`config.mk`:
```
export PLATFORM = sky130hd
export DESIGN_NAME = instr_fetch_unit_flat
export DESIGN_NICKNAME = d
export VERILOG_FILES = /design/src/rtl/imem_if.sv /design/src/rtl/instr_fetch_unit.sv /design/src/flat_wrapper.sv
export SDC_FILE = /design/constraint.sdc
export NUM_CORES = 1
export LEC_CHECK = 0
export ABC_AREA = 0
export CORE_MARGIN = 2
export CORE_UTILIZATION = 39
export CTS_CLUSTER_SIZE = 30
export DETAILED_ROUTE_END_ITERATION = 8
export HOLD_SLACK_MARGIN = 0.08
export PLACE_DENSITY = 0.84
export SLEW_MARGIN = 25
export SYNTH_ARGS = -nofsm -noshare
export SYNTH_HDL_FRONTEND = slang
export SYNTH_SLANG_ARGS = --single-unit
```
`constraint.sdc`:
```
create_clock -name clk -period 2.65 [get_ports clk]
set_input_delay 0.265 -clock clk [delete_from_list [all_inputs] [get_ports clk]]
set_output_delay 0.265 -clock clk [all_outputs]
set_load 0.02 [all_outputs]
```
`src/rtl/imem_if.sv`:
```
// Instruction-memory request/response bundle between the fetch unit and memory.
//   req    : fetch request, held until rvalid
//   addr   : fetch address, stable while req is high
//   rvalid : read data valid
//   rdata  : instruction word
interface imem_if;
   localparam int unsigned XLEN = 32;

   logic            req;
   logic [XLEN-1:0] addr;
   logic            rvalid;
   logic [XLEN-1:0] rdata;

   modport master (output req, output addr, input rvalid, input rdata);
   modport slave  (input req, input addr, output rvalid, output rdata);
endinterface

```
`src/rtl/instr_fetch_unit.sv`:
```
// Fetch stage: holds the PC, fetches from instruction memory, presents a stable
// Instr/PC until the downstream stage accepts it, then selects the next PC.
//   clk, reset     : clock (rising edge), asynchronous active-high reset
//   PCSrc          : 00 PC+4, 01 PCTarget, 10 ALUResult, 11 PC+4
//   PCTarget       : branch/JAL target
//   ALUResult      : JALR target
//   Stall          : downstream not ready, hold current instruction
//   imem           : instruction-memory master port
//   Instr, PC      : current instruction and its address
//   PCPlus4        : PC+4, combinational from PC
//   InstrValid     : Instr/PC hold an unconsumed instruction
//   MisalignFault  : sticky, a selected next PC was not word aligned
module instr_fetch_unit #(
   parameter logic [31:0] RESET_PC  = 32'h0000_0000,
   parameter logic [31:0] NOP_INSTR = 32'h0000_0013
) (
   input  logic         clk,
   input  logic         reset,
   input  logic [1:0]   PCSrc,
   input  logic [31:0]  PCTarget,
   input  logic [31:0]  ALUResult,
   input  logic         Stall,
   imem_if.master       imem,
   output logic [31:0]  Instr,
   output logic [31:0]  PC,
   output logic [31:0]  PCPlus4,
   output logic         InstrValid,
   output logic         MisalignFault
);
   localparam int unsigned XLEN = 32;

   typedef enum logic [1:0] {
      S_IDLE  = 2'd0,
      S_FETCH = 2'd1,
      S_VALID = 2'd2,
      S_FAULT = 2'd3
   } state_t;

   state_t          state_q, state_d;
   logic [XLEN-1:0] pc_q, pc_d;
   logic [XLEN-1:0] instr_q, instr_d;
   logic            fault_q, fault_d;
   logic [XLEN-1:0] next_pc;

   // State and datapath registers
   always_ff @(posedge clk or posedge reset) begin
      if (reset) begin
         state_q <= S_IDLE;
         pc_q    <= RESET_PC;
         instr_q <= NOP_INSTR;
         fault_q <= 1'b0;
      end else begin
         state_q <= state_d;
         pc_q    <= pc_d;
         instr_q <= instr_d;
         fault_q <= fault_d;
      end
   end

   // Next-PC selection; 11 falls back to sequential
   always_comb begin
      next_pc = pc_q + XLEN'(4);
      case (PCSrc)
         2'b01:   next_pc = PCTarget;
         2'b10:   next_pc = ALUResult;
         default: next_pc = pc_q + XLEN'(4);
      endcase
   end

   // Next-state logic
   always_comb begin
      state_d = state_q;
      pc_d    = pc_q;
      instr_d = instr_q;
      fault_d = fault_q;
      case (state_q)
         S_IDLE:  state_d = S_FETCH;
         S_FETCH: begin
            if (imem.rvalid) begin
               instr_d = imem.rdata;
               state_d = S_VALID;
            end
         end
         S_VALID: begin
            if (!Stall) begin
               if (next_pc[1:0] == 2'b00) begin
                  pc_d    = next_pc;
                  state_d = S_FETCH;
               end else begin
                  fault_d = 1'b1;
                  state_d = S_FAULT;
               end
            end
         end
         S_FAULT: state_d = S_FAULT;
         default: state_d = S_IDLE;
      endcase
   end

   // Outputs decode from registered state only; no path from rvalid to req
   assign imem.req      = (state_q == S_FETCH);
   assign imem.addr     = pc_q;
   assign Instr         = instr_q;
   assign PC            = pc_q;
   assign PCPlus4       = pc_q + XLEN'(4);
   assign InstrValid    = (state_q == S_VALID);
   assign MisalignFault = fault_q;
endmodule

```
`src/flat_wrapper.sv`:
```
// flat-port wrapper written by rule: the top's interface ports become plain ports
module instr_fetch_unit_flat 
#(
   parameter logic [31:0] RESET_PC  = 32'h0000_0000,
   parameter logic [31:0] NOP_INSTR = 32'h0000_0013
)
  (clk, reset, PCSrc, PCTarget, ALUResult, Stall, Instr, PC, PCPlus4, InstrValid, MisalignFault, imem_req, imem_addr, imem_rvalid, imem_rdata);
  imem_if imem_i ();
  input  logic clk;
  input  logic reset;
  input  logic [1:0] PCSrc;
  input  logic [31:0] PCTarget;
  input  logic [31:0] ALUResult;
  input  logic Stall;
  output logic [31:0] Instr;
  output logic [31:0] PC;
  output logic [31:0] PCPlus4;
  output logic InstrValid;
  output logic MisalignFault;
  output wire logic [$bits(imem_i.req)-1:0] imem_req;
  output wire logic [$bits(imem_i.addr)-1:0] imem_addr;
  input wire logic [$bits(imem_i.rvalid)-1:0] imem_rvalid;
  input wire logic [$bits(imem_i.rdata)-1:0] imem_rdata;
  assign imem_req = imem_i.req;
  assign imem_addr = imem_i.addr;
  assign imem_i.rvalid = imem_rvalid;
  assign imem_i.rdata = imem_rdata;
  instr_fetch_unit #(.RESET_PC(RESET_PC), .NOP_INSTR(NOP_INSTR)) u_core (.clk(clk), .reset(reset), .PCSrc(PCSrc), .PCTarget(PCTarget), .ALUResult(ALUResult), .Stall(Stall), .imem(imem_i), .Instr(Instr), .PC(PC), .PCPlus4(PCPlus4), .InstrValid(InstrValid), .MisalignFault(MisalignFault));
endmodule
```
---- Word-level counts from Yosys, hierarchy flattened ----
Cells that the tools add are included.
word-level totals
  flip-flop bits (word level) ............. 67
  input port bits ......................... 102
  output and inout bits ................... 131
  logic and storage cells ................. 25
cells by class
  add/subtract/negate cells ............... 1
  eq/ne operators ......................... 7
  mux-type cells .......................... 5
  bitwise logic cells ..................... 2
  reduce and logical (&&, ||, !) cells .... 6
operators with widths
  cell                     number
  $pmux W32 S2             1
  $add A32 B3 Y32 const B  1
  $pmux W2 S4              1
  $eq A2 B2 Y1 const B     3
  $mux W2                  3
  $reduce_and A3 Y1        2
  $eq A2 B1 Y1 const B     2
  $logic_not A2 Y1         2
  $reduce_and A2 Y1        2
  $ne A2 B1 Y1 const B     1
  $ne A2 B2 Y1 const B     1
  $not A1 Y1               2

---- Longest topological paths before layout ----
  depth in word-level cells ............... 6
  depth in mapped cells ................... 10

---- Worst setup path before layout ----
No wires, ideal clock.
  kind .................................... register to output
  start point ............................. reg u_core.pc_q[10], in the netlist u_core.PC[10]
  end point ............................... out PCPlus4[23]
  arrival ................................. 2.142 ns
  slack ................................... 0.243 ns
  stages on the path, launching flop included .. 6
  path buffers ............................ 1
  path through ............................ dfrtp_1 -> buf_2 -> nand4_4 -> or4_4 -> or3_4 -> xnor2_1
between the ends
  longest elaborated chain between the ends .. 1
ends and longest elaborated chain
  element                   line                    RTL
  start: declaration        instr_fetch_unit.sv:40  logic [XLEN-1:0] pc_q, pc_d;
  start signal: assignment  instr_fetch_unit.sv:54  pc_q <= pc_d;
  $add A32 B3 Y32           --
  end: declaration          flat_wrapper.sv:17      output logic [31:0] PCPlus4;
Every way passes these cells.

---- Final worst setup path ----
  start point ............................. reg u_core.pc_q[2], in the netlist u_core.PC[2]
  end point ............................... out PCPlus4[13]
Same word-level chain as after synthesis.

==> impl_metrics.yaml <==
floorplan:
  row_count: 37
  die_w_um: 107
  die_area_mm2: 0.0114
  ios: 233
  die_height_um: 107
  coreArea_mm2: 0.0103
  start_util_pct: 40.1
setup_path:
  cp_top_family: "buffers and inverters"
  path_common_cell: "nand4_1"
  endpoint_kind: "output pin"
  slowest_delay_ns: 0.63
  required_ns: 2.38
  crit_chain: "nand4_1 > buf_4 > nor2_4 > nand4_1 > xnor2_1 > clkdlybuf4s50_1"
  crit_slowest_cell: "clkdlybuf4s50_1"
  critical_path_arrival_ns: 2.28
  cp-start-kind: "flip-flop"
  cp_num_buf_inv: 2
  path_max_fanout: 5
  worstSetupPathType: "reg2out"
layout:
  nets: 751
  drive_above_1_share_pct: 17.1
  final_cell_mix: "clkdlybuf4s50_1 (212), dfrtp_1 (64), buf_4 (42), nand2_1 (37), mux2_2 (32)"
  area_delta_synth_final_pct: 65.1
  diodes: 0
  final_core_util_pct: 66.1
  final_common_cell: "clkdlybuf4s50_1"
clocking:
  clock_sinks: 67
  clock_latency_ns: 0.35
  cts-htree-levels: 3
  clk_pin_slew_worst_paths_ns: 0.07
  cts_root_buf: "clkbuf_8"
  cts_buffers: 9
  holdBufCountCts: 0
  cts_tree: "built"
  clockBufferDepth: 2
logic_synthesis:
  ys_ff_latch: 67
  synth_area_per_cell_um2: 9.73
  netlist_instances: 423
  synth_edf_count: 0
  async_reset_ff_share_pct: 100
  synth_cell_types: 49
  synth_ff_type: "dfrtp_1"
  ys_seq_area_share_pct: 40.8
  syn-cell-area_mm2: 0.00412
  syn_nets: 528
  yosysWarnings: 0
global_routing:
  track_usage_pct: 24.7
  grt_max_degree: 40
  antenna_found_initial: 0
  grt_overflow: 0
  first_global_vias: 4248
  grt_pass1_wl_um: 22000
flow_run:
  cap_violations: 0
place:
  dp_hpwl_um: 10800
  pre_cts_ws_ns: 0.0670
  portBuffers: 232
  gp_congestion: 0.960
sta:
  fmax_mhz: 394
  max_slew_margin_pct: 54.1
  hold_violations: 0
  post-route-period-util_pct: 95.9
  setup_slack_ns: 0.109
  finalCriticalPeriod_ns: 2.54
  report.final.slew_viol_count: 0
  max_slew.worst_pin.slew_ns: 0.688
  setup_viol: 0
  whs_ns: 0.341
  rsz0062_at_grt: "yes"
  fin_worst_skew_ns: 0.00791
worst_hold_path:
  hold_path_class: "in2async"
routing:
  route.final.wire_length_um: 14400
  wire_per_inst_um: 18.3
  viasPerCell: 5.36
  drt_iter0_markers: 197
  vias: 4220
  drt.antenna.violating_nets: 0
  drt_first_pass_iters: 4
  drc_errors: 0
run_status:
  status: "complete, no violations"
power_and_ir_drop:
  leakagePower_nw: 2.81
  power_density_mw_per_mm2: 847
  vdd_ir_drop_max_v: 0.000605
==> final timing paths <==
kind                       cells past startpoint                    to                  from  slack (ns)
max                                            6           PCPlus4[13]          u_core.PC[2]        0.11
min                                            2      u_core.Instr[22]                 reset        0.34
max reg2reg                                    5         u_core.PC[23]         u_core.PC[13]        0.71
min reg2reg                                    1  u_core.MisalignFault  u_core.MisalignFault        0.49
max in group asynchronous                      3         u_core.PC[30]                 reset        1.67
min in group clk                               1  u_core.MisalignFault  u_core.MisalignFault        0.49
==> routing by layer <==
metal	wire length (um)	track usage, %
met4	161	7.14
met3	1540	8.81
met5	0	0
met1	5630	28.7
met2	7090	42.7
==> per-stage QoR <==
stage          instances  setup TNS, ns  total power, W  cell area [um^2]
3_5_place_dp         767              0         0.00498              6560
6_report             787              0         0.00576              6800
4_1_cts              785              0         0.00580              6770
5_1_grt              787        -0.0113         0.00604              6800
3_3_place_gp         767              0         0.00492              6560
2_1_floorplan        423              0         0.00333              4120
==> registers in the layout, summed over array words and instances (netlist names) <==
signal                count
u_core.Instr             32
u_core.MisalignFault      1
u_core.PC                32
u_core.state_q            2
==> cell usage after synthesis (2+ instances only) <==
| cell | n | share of area [%] |
|---|---|---|
| dfrtp_1 | 64 | 39 |
| nand2_1 | 37 | 3.4 |
| buf_4 | 34 | 6.2 |
| mux2_2 | 32 | 8.8 |
| a21oi_1 | 23 | 2.8 |
| xnor2_1 | 22 | 4.7 |
| clkbuf_1 | 21 | 1.9 |
| nor2_1 | 20 | 1.8 |
| o21ai_0 | 16 | 1.9 |
| a221o_1 | 14 | 3.4 |
| a2bb2oi_1 | 12 | 2.6 |
| nand4_1 | 11 | 1.7 |
| nor3_1 | 11 | 1.3 |
| a221oi_1 | 10 | 2.1 |
| o22a_1 | 10 | 2.1 |
| inv_1 | 8 | 0.73 |
| a22oi_1 | 7 | 1.3 |
| buf_1 | 6 | 0.55 |
| nand3_1 | 6 | 0.73 |
| xor2_1 | 6 | 1.3 |
| and4_1 | 5 | 1.1 |
| and3_1 | 4 | 0.61 |
| or2_2 | 4 | 0.61 |
| a31oi_1 | 3 | 0.46 |
| dfstp_2 | 3 | 1.9 |
| ha_1 | 3 | 0.91 |
| mux2i_1 | 3 | 0.73 |
| o31ai_1 | 3 | 0.55 |
| a41oi_1 | 2 | 0.43 |
| and2_1 | 2 | 0.30 |
| buf_2 | 2 | 0.24 |
| nor2b_1 | 2 | 0.30 |
==> power breakdown <==
part | switching [W] | total, W | internal (W)
clock network | 0.000383 | 0.000845 | 0.000462
registers | 0.000258 | 0.00162 | 0.00136
logic | 0.00165 | 0.00330 | 0.00164
total | 0.00229 | 0.00576 | 0.00346
==> final cells by class <==
type / count / area [um^2]
fillers: 802 / 3480
well taps: 136 / 170
multi-input cells: 284 / 2080
clock buffers: 14 / 153
clock inverters: 2 / 37.5
inverters: 9 / 33.8
repair buffers: 275 / 2640
flip-flops and latches: 67 / 1680
==> cells by family (layout without fill, tap and decap cells) <==
logic type / count (synthesis) / count (layout) / synth area share (%)
AO/OA/AOI/OAI: 107 / 107 / 19.1
XOR/XNOR: 28 / 28 / 5.96
adder cells (fa/ha/maj): 3 / 3 / 0.912
buffers and inverters: 72 / 300 / 9.73
flip-flops: 67 / 67 / 40.8
multiplexers: 35 / 35 / 9.48
AND/OR/NAND/NOR: 111 / 111 / 14.0
==> timing repair <==
item	4_1_cts	5_1_grt
hold endpoints to repair	0	0
pin swaps	2	2
gates resized for setup	24	8
setup buffers	2	2
setup endpoints to repair	18	11
No activity file was read; power rests on OpenSTA's default activity.
